--- config.mk ---
export PLATFORM = sky130hd
export DESIGN_NAME = umi_xbar_ingress
export DESIGN_NICKNAME = d
export VERILOG_FILES = /design/src/rtl/umi_xbar_pkg.sv /design/src/rtl/umi_xbar_fifo2.sv /design/src/rtl/umi_xbar_ingress.sv
export SDC_FILE = /design/constraint.sdc
export NUM_CORES = 1
export LEC_CHECK = 0
export CAP_MARGIN = 25
export CORE_AREA = 4 4 336 338
export DETAILED_ROUTE_END_ITERATION = 7
export DIE_AREA = 0 0 340 342
export PLACE_DENSITY = 0.57
export SLEW_MARGIN = 20
export SYNTH_ARGS = -nofsm -noshare
export SYNTH_HDL_FRONTEND = slang
export SYNTH_SLANG_ARGS = --single-unit
--- constraint.sdc ---
create_clock -name clk -period 53.5 [get_ports clk]
set_clock_uncertainty 0.15 [all_clocks]
set_input_delay 10.7 -clock clk [delete_from_list [all_inputs] [get_ports clk]]
set_output_delay 10.7 -clock clk [all_outputs]
set_load 0.01 [all_outputs]
--- src/rtl/umi_xbar_pkg.sv ---
// Shared UMI crossbar definitions: default field geometry, destination-ID
// decode, and the buffered entry layout used by the ingress stages.
package umi_xbar_pkg;

    localparam int UMI_CW    = 32;
    localparam int UMI_AW    = 64;
    localparam int UMI_DW    = 256;
    localparam int UMI_IDLSB = 40;
    localparam int UMI_IDW   = 16;

    // Entry layout at the default widths; the ingress keeps the same field
    // order when instantiated with other widths.
    typedef struct packed {
        logic [UMI_CW-1:0]  cmd;
        logic [UMI_AW-1:0]  dstaddr;
        logic [UMI_AW-1:0]  srcaddr;
        logic [UMI_DW-1:0]  data;
        logic [UMI_IDW-1:0] id;
    } umi_entry_t;

    function automatic logic [UMI_IDW-1:0] umi_dst_id(input logic [UMI_AW-1:0] dstaddr);
        return dstaddr[UMI_IDLSB+:UMI_IDW];
    endfunction

endpackage

--- src/rtl/umi_xbar_fifo2.sv ---
// Generic 2-entry circular FIFO with 1-bit pointers and a 2-bit occupancy
// count; the head entry is read combinationally from registered storage.
module umi_xbar_fifo2 #(
    parameter int W = 8
) (
    input  logic         clk,
    input  logic         reset,
    input  logic         push,
    input  logic [W-1:0] wr_data,
    input  logic         pop,
    output logic [W-1:0] rd_data,
    output logic [1:0]   count,
    output logic         empty,
    output logic         full
);

    logic [W-1:0] mem [2];
    logic         wr_ptr;
    logic         rd_ptr;
    logic         do_push;
    logic         do_pop;

    assign empty   = (count == 2'd0);
    assign full    = (count == 2'd2);
    assign do_push = push & ~full;
    assign do_pop  = pop & ~empty;
    assign rd_data = mem[rd_ptr];

    // NOTE: non-blocking assignments keep every register update in this block
    // based on pre-edge values, so pointer and count updates cannot race.
    always_ff @(posedge clk) begin
        if (reset) begin
            wr_ptr <= 1'b0;
            rd_ptr <= 1'b0;
            count  <= 2'd0;
        end else begin
            if (do_push) wr_ptr <= ~wr_ptr;
            if (do_pop)  rd_ptr <= ~rd_ptr;
            if (do_push && !do_pop)      count <= count + 2'd1;
            else if (!do_push && do_pop) count <= count - 2'd1;
        end
    end

    // NOTE: payload storage is deliberately not reset; count==0 already marks
    // every slot invalid, and skipping the reset keeps the wide data path lean.
    always_ff @(posedge clk) begin
        if (do_push) mem[wr_ptr] <= wr_data;
    end

endmodule

--- src/rtl/umi_xbar_ingress.sv ---
// Per-port crossbar ingress: buffers UMI transactions, decodes the destination
// port and raises a stable one-hot request; unroutable entries are dropped.
module umi_xbar_ingress
    import umi_xbar_pkg::*;
#(
    parameter int N     = 4,
    parameter int CW    = UMI_CW,
    parameter int AW    = UMI_AW,
    parameter int DW    = UMI_DW,
    parameter int IDLSB = UMI_IDLSB,
    parameter int IDW   = UMI_IDW,
    parameter int CNTW  = 16
) (
    input  logic            clk,
    input  logic            reset,
    input  logic            umi_in_valid,
    output logic            umi_in_ready,
    input  logic [CW-1:0]   umi_in_cmd,
    input  logic [AW-1:0]   umi_in_dstaddr,
    input  logic [AW-1:0]   umi_in_srcaddr,
    input  logic [DW-1:0]   umi_in_data,
    output logic [N-1:0]    xbar_request,
    output logic [CW-1:0]   xbar_cmd,
    output logic [AW-1:0]   xbar_dstaddr,
    output logic [AW-1:0]   xbar_srcaddr,
    output logic [DW-1:0]   xbar_data,
    input  logic            xbar_ready,
    output logic            drop_pulse,
    output logic [CNTW-1:0] drop_count
);

    typedef struct packed {
        logic [CW-1:0]  cmd;
        logic [AW-1:0]  dstaddr;
        logic [AW-1:0]  srcaddr;
        logic [DW-1:0]  data;
        logic [IDW-1:0] id;
    } entry_t;

    entry_t         wr_entry;
    entry_t         head;
    logic [IDW-1:0] in_id;
    logic [1:0]     fifo_count;
    logic           fifo_empty;
    logic           fifo_full;
    logic           push;
    logic           pop;
    logic           head_hit;

    // Decode once at push time so the head's request is a pure function of
    // stored state and never depends on the upstream interface.
    if (AW == UMI_AW && IDLSB == UMI_IDLSB && IDW == UMI_IDW) begin : g_pkg_id
        assign in_id = umi_dst_id(umi_in_dstaddr);
    end else begin : g_param_id
        assign in_id = umi_in_dstaddr[IDLSB+:IDW];
    end

    assign wr_entry = '{cmd:     umi_in_cmd,
                        dstaddr: umi_in_dstaddr,
                        srcaddr: umi_in_srcaddr,
                        data:    umi_in_data,
                        id:      in_id};

    // Ready looks only at registered occupancy: a full FIFO refuses a push
    // even when the head leaves in the same cycle.
    assign umi_in_ready = ~fifo_full;
    assign push         = umi_in_valid & umi_in_ready;

    assign head_hit     = ~fifo_empty & (head.id < IDW'(N));
    assign drop_pulse   = ~fifo_empty & ~head_hit;
    assign xbar_request = head_hit ? (N'(1) << head.id) : '0;
    assign pop          = (xbar_ready & head_hit) | drop_pulse;

    assign xbar_cmd     = head.cmd;
    assign xbar_dstaddr = head.dstaddr;
    assign xbar_srcaddr = head.srcaddr;
    assign xbar_data    = head.data;

    umi_xbar_fifo2 #(
        .W($bits(entry_t))
    ) u_fifo (
        .clk     (clk),
        .reset   (reset),
        .push    (push),
        .wr_data (wr_entry),
        .pop     (pop),
        .rd_data (head),
        .count   (fifo_count),
        .empty   (fifo_empty),
        .full    (fifo_full)
    );

    always_ff @(posedge clk) begin
        if (reset)
            drop_count <= '0;
        else if (drop_pulse && (drop_count != '1))
            drop_count <= drop_count + CNTW'(1);
    end

endmodule

==> results of run 1 <==
-- path summary, 6_finish.rpt --
kind / from / endpoint / slack, ns / depth (start not counted)
worst max-delay path: flop / xbar_data[128] / 37.56 / 5
worst min-delay path: u_fifo.rd_ptr$_SDFFE_PP0P_ / flop / 0.36 / 2
worst max register to register: flop / u_fifo.count[1]$_SDFFE_PP0P_ / 49.33 / 9
worst min register to register: u_fifo.rd_ptr$_SDFFE_PP0P_ / flop / 0.36 / 2
-- synthesized netlist by cell type, types with 2 or more instances --
| library cell | n | area share |
|---|---|---|
| nor2b_1 | 8 | 0.0016 |
| or4_1 | 6 | 0.0014 |
| inv_1 | 2 | 0.00024 |
| nor4_1 | 7 | 0.0014 |
| or3_1 | 7 | 0.0014 |
| o31ai_1 | 3 | 0.00072 |
| nand3_1 | 3 | 0.00048 |
| nand2_1 | 8 | 0.00097 |
| and3_1 | 2 | 0.00040 |
| or2_2 | 3 | 0.00060 |
| nor3_1 | 5 | 0.00080 |
| and2_1 | 2 | 0.00040 |
| mux2_2 | 419 | 0.15 |
| dfxtp_1 | 21 | 0.014 |
| buf_2 | 2 | 0.00032 |
| buf_1 | 7 | 0.00084 |
| ha_1 | 2 | 0.00080 |
| xor2_1 | 3 | 0.00084 |
| a21oi_1 | 12 | 0.0019 |
| nand4_1 | 8 | 0.0016 |
| clkbuf_1 | 44 | 0.0053 |
| edfxtp_1 | 832 | 0.80 |
| o21ai_0 | 7 | 0.0011 |
| nor2_1 | 16 | 0.0019 |
| mux2_4 | 3 | 0.0014 |
| and4_1 | 4 | 0.0011 |
-- cells by family after synthesis --
kind of cell / count (synthesis)
compound gates: 27
xor+xnor: 3
buf+inv: 56
simple gates: 85
fa+ha+maj: 2
mux: 423
flops: 853
-- state kept, by name (all words and copies together) (netlist names), named ones only --
signal	count
u_fifo.mem	832
drop_count	16
u_fifo.count	2
u_fifo.rd_ptr	1
u_fifo.wr_ptr	1
-- area by class of cell --
type	instances	area, um2
fill	9860	65400
sequential	853	25400
timing repair buffer	876	8840
multi-input combinational	540	5500
clock buffer	116	2440
tap	1488	1860
clock inverter	53	544
antenna	21	52.6
inverter	2	7.51
-- critical path: stages (launching register included) --
cell and delay [ns]:
dfxtp_4 0.90, buf_4 0.74, buf_4 0.77, buf_4 0.89, mux2_2 0.43, clkdlybuf4s50_1 0.49
-- stage by stage --
step,util,worst slack [ns]
6_report,0.406,37.56
3_3_place_gp,0.377,38.32
2_1_floorplan,-,24.15
3_5_place_dp,0.377,38.17
4_1_cts,0.405,37.41
5_1_grt,0.406,37.22
-- report_power, final --
| part | switching, W | leakage (nW) | internal, W | total, W |
|---|---|---|---|---|
| Clock | 0.000251 | 1.44 | 0.000372 | 0.000623 |
| Combinational | 0.000306 | 5.27 | 0.000376 | 0.000681 |
| Sequential | 0.0000366 | 7.94 | 0.000857 | 0.000893 |
| Total | 0.000593 | 14.7 | 0.00160 | 0.00220 |
-- metal layers --
layer | vias up | part of all wire | routed length [um] | GRT usage
met4 | 8 | 0.034 | 2890 | 0.0541
met1 | 8451 | 0.34 | 29200 | 0.139
met2 | 670 | 0.53 | 45600 | 0.259
li1 | 7667 | - | - | -
met5 | - | 0.00048 | 41 | 0
met3 | 163 | 0.091 | 7760 | 0.0607
==> results.toml, run 1 <==
[grt]
grt_pass1_vias = 18700
grt_pass1_wl_um = 122000
antenna_found_initial = 26
grt_max_degree = 153
grt-ovfl-total = 0
grt_util_all_layers = 0.141

[detailed_routing]
firstDrtPassIters = 4
drt_wl_total_um = 85500
vias = 17000
viasPerCell = 4.29
dr.first_iter.drc_count = 821
wire_per_inst_um = 21.7
detail-route-antenna-nets = 0
drc = 0

[clocking]
h-tree-depth = 3
cts.repair.resized = 0
cts_made_buffers = 92
cts.sink_count = 853
clkLatencyLatePin_ns = 0.65
cts_setup_buffers = 0
cts_tree = "done"
hold_buffers = 0
cts_root_buf = "clkbuf_16"
clockBufferDepth = 3
clkTransAtPathRegs_ns = 0.06

[logic_synthesis]
syn_area_per_cell_um2 = 21.5
seq_area_frac_synth = 0.817
synthAdderAreaFrac = 0.000804
ys_async_sr_fraction = 0
synth_compound_area_frac = 0.00559
synth_seq_cells = 853
synth_nets = 1871
yosysWarningCount = 0
synth_top_family_by_area = "multiplexers"
ys_types = 39
synth-xor-area-share = 0.000844
ys.flop_type = "edfxtp_1"
syn_inst = 1449
synthMuxAreaShare = 0.153
synth.cell_area_um2 = 31100
synth_simple_gate_area_frac = 0.0158
synth-edff-count = 832

[timing]
maxSlewHeadroom = 0.315
grt_setup_unrepaired = "false"
finalCritPeriodShare = 0.298
hold_ws_ns = 0.365
tightest_slew_ns = 1.03
fmax_mhz = 62.7
slew_viol_final = 0
finalHoldViolCount = 0
fin_crit_ns = 15.94
setup_viol = 0
fin_setup_tns_ns = 0

[die]
die_y_um = 342
row_count = 122
ios = 858
core_area_um2 = 110000
start_util = 0.283
die_w_um = 340
die_area_um2 = 116000

[finish]
final_cell_mix = "clkdlybuf4s50_1, edfxtp_1, mux2_2"
final_nets = 2787
fin_area_um2 = 44700
final_common_cell = "clkdlybuf4s50_1"
drive_gt1_frac = 0.235
areaGrowthSynthToFinish_pct = 43.5
instances_no_fill = 3949

[hold_path]
hp-class = "reg2reg"

[run]
cap_violations = 0

[worst_setup_path]
arrival_ns = 5.09
critical_path_class = "reg2out"
start_kind = "flop"
cp_max_fo = 88
cp.required_ns = 42.65
cp-end-kind = "primary output"

[placed_design]
place_congestion = 0.836
placed_cell_area_um2 = 41500
placedCellCount = 3755
place.detailed.hpwl_um = 61800
port_buffers = 857

[pwr]
finalPower_w = 0.00220
ir_drop_uv = 30.0
p_leak_nw = 14.7
power.density_nw_per_um2 = 49.2

[outcome]
status = "complete, no violations"
Note: power is estimated with default switching activity, not from simulation.
==> run 2: changes to the inputs <==
--- a/config.mk
+++ b/config.mk
@@ -9,7 +9,7 @@
 export CORE_AREA = 4 4 336 338
 export DETAILED_ROUTE_END_ITERATION = 7
 export DIE_AREA = 0 0 340 342
-export PLACE_DENSITY = 0.57
+export PLACE_DENSITY = 0.59
 export SLEW_MARGIN = 20
 export SYNTH_ARGS = -nofsm -noshare
 export SYNTH_HDL_FRONTEND = slang
==> constraint.sdc (replaced) <==
create_clock -name clk -period 14.1 [get_ports clk]
set_clock_uncertainty 0.15 [all_clocks]
set_input_delay 2.82 -clock clk [delete_from_list [all_inputs] [get_ports clk]]
set_output_delay 2.82 -clock clk [all_outputs]
set_load 0.01 [all_outputs]
==> results.toml, run 2 (synthesized netlist as in run 1, its figures left out) <==
[outcome]
status = "complete, no violations"

[clocking]
h-tree-depth = 3
cts_made_buffers = 92
clockBufferDepth = 3
cts_setup_buffers = 0
cts_tree = "done"
cts.sink_count = 853
cts.repair.resized = 0
cts_root_buf = "clkbuf_16"
clkTransAtPathRegs_ns = 0.06
clkLatencyLatePin_ns = 0.63
hold_buffers = 0

[worst_setup_path]
start_kind = "flop"
cp.required_ns = 11.13
critical_path.slowest_cell = "dfxtp_4"
cp_top_family = "buffers and inverters"
cp_slowest_stage_delay_ns = 0.82
crit_buf_inv = 3
cp-end-kind = "primary output"
arrival_ns = 4.08
crit_path_cell_trace = "buf_12 > buf_4 > mux2_2 > clkdlybuf4s50_1"
critical_path_class = "reg2out"
cp_max_fo = 151

[timing]
fin_setup_tns_ns = 0
tightest_slew_ns = 1.30
setup_viol = 0
grt_setup_unrepaired = "false"
fin_crit_ns = 7.05
maxSlewHeadroom = 0.131
fmax_mhz = 142
finalHoldViolCount = 0
slew_viol_final = 0
finalCritPeriodShare = 0.500

[die]
die_y_um = 342
ios = 858
start_util = 0.283
die_area_um2 = 116000
row_count = 122
die_w_um = 340
core_area_um2 = 110000

[placed_design]
port_buffers = 857
placedCellCount = 3751
place_congestion = 0.837
place.detailed.hpwl_um = 61400

[detailed_routing]
firstDrtPassIters = 5
drc = 0
wire_per_inst_um = 21.9
vias = 16900
wl_met1_um = 30800
wl_met2_um = 43500
drt_wl_total_um = 86400
wl_met3_um = 9710
dr.first_iter.drc_count = 866
routed.top_layer = "met5"
detail-route-antenna-nets = 0
viasPerCell = 4.29

[finish]
multi_input_area_um2 = 5500
drive_gt1_frac = 0.235
largest_reg_flops = 832
final_cell_mix = "clkdlybuf4s50_1, edfxtp_1, mux2_2"
instances_no_fill = 3939
seq_area_um2 = 25400
fillers = 9882
final_common_cell = "clkdlybuf4s50_1"
regMostFlops = "u_fifo.mem"
final_nets = 2780
reg_top3 = "u_fifo.mem: 832 flops, drop_count: 16 flops, u_fifo.count: 2 flops"
areaGrowthSynthToFinish_pct = 43.1

[pwr]
power.density_nw_per_um2 = 187
ir_drop_uv = 104
p_leak_nw = 14.6

[hold_path]
hp-class = "reg2reg"

[grt]
grt_pass1_vias = 18100
grt-ovfl-total = 0
antenna_found_initial = 33
grt_max_degree = 170
grt_pass1_wl_um = 122000
grt_util_all_layers = 0.142

[run]
cap_violations = 0
run 2: cell count changes in the layout (fill, tap and decap cells not counted), sizes merged:
cell | before | now
dlymetal6s2s | 1 | 0
buf | 18 | 12
bufinv | 10 | 9
clkbuf | 116 | 111
clkinv | 35 | 44
inv | 6 | 4
clkinvlp | 4 | 0
run 2: routing by layer:
| layer | up-vias | global-route usage |
|---|---|---|
| met5 | - | 0 |
| met1 | 8410 | 0.152 |
| met3 | 145 | 0.0728 |
| met2 | 683 | 0.242 |
| li1 | 7661 | - |
| met4 | 18 | 0.0480 |
run 2: cell type report:
cell class	count	area share
Inverter	2	0.000169
Sequential cell	853	0.571
Tap cell	1488	0.0418
Timing Repair Buffer	869	0.197
Clock inverter	55	0.0120
Antenna cell	21	0.00118
Multi-Input combinational cell	540	0.124
Clock buffer	111	0.0538
run 2: final timing paths:
path	from	endpoint	slack [ns]	depth (start not counted)
worst max-delay path	flop	xbar_data[206]	7.05	4
worst min-delay path	u_fifo.rd_ptr$_SDFFE_PP0P_	flop	0.35	2
worst max register to register	u_fifo.count[0]$_SDFFE_PP0P_	u_fifo.mem[1][140]$_DFFE_PP_	10.35	4
worst min register to register	u_fifo.rd_ptr$_SDFFE_PP0P_	flop	0.35	2
run 2: where the power goes:
group | internal (W) | total [W] | switching (W)
clock network | 0.00137 | 0.00233 | 0.000961
registers | 0.00325 | 0.00337 | 0.000119
logic | 0.00143 | 0.00263 | 0.00120
total | 0.00605 | 0.00833 | 0.00228
run 2: metrics by stage:
step                cell area, um2  hold slack [ns]  setup WS, ns  power [W]  utilization
floorplan                    31100            0.330         0.808    0.00471            -
global placement             41500            0.344          7.66    0.00605        0.377
detailed placement           41500            0.348          7.62    0.00607        0.377
CTS                          44400            0.351          6.98    0.00846        0.404
global route                 44500            0.393          6.79    0.00869        0.404
finish                       44500            0.349          7.05    0.00833        0.404
run 2: worst min-delay path, cell delays in order (launching register included):
cell	delay, ns
dfxtp_1	0.30
o21ai_0	0.10
a21oi_1	0.07
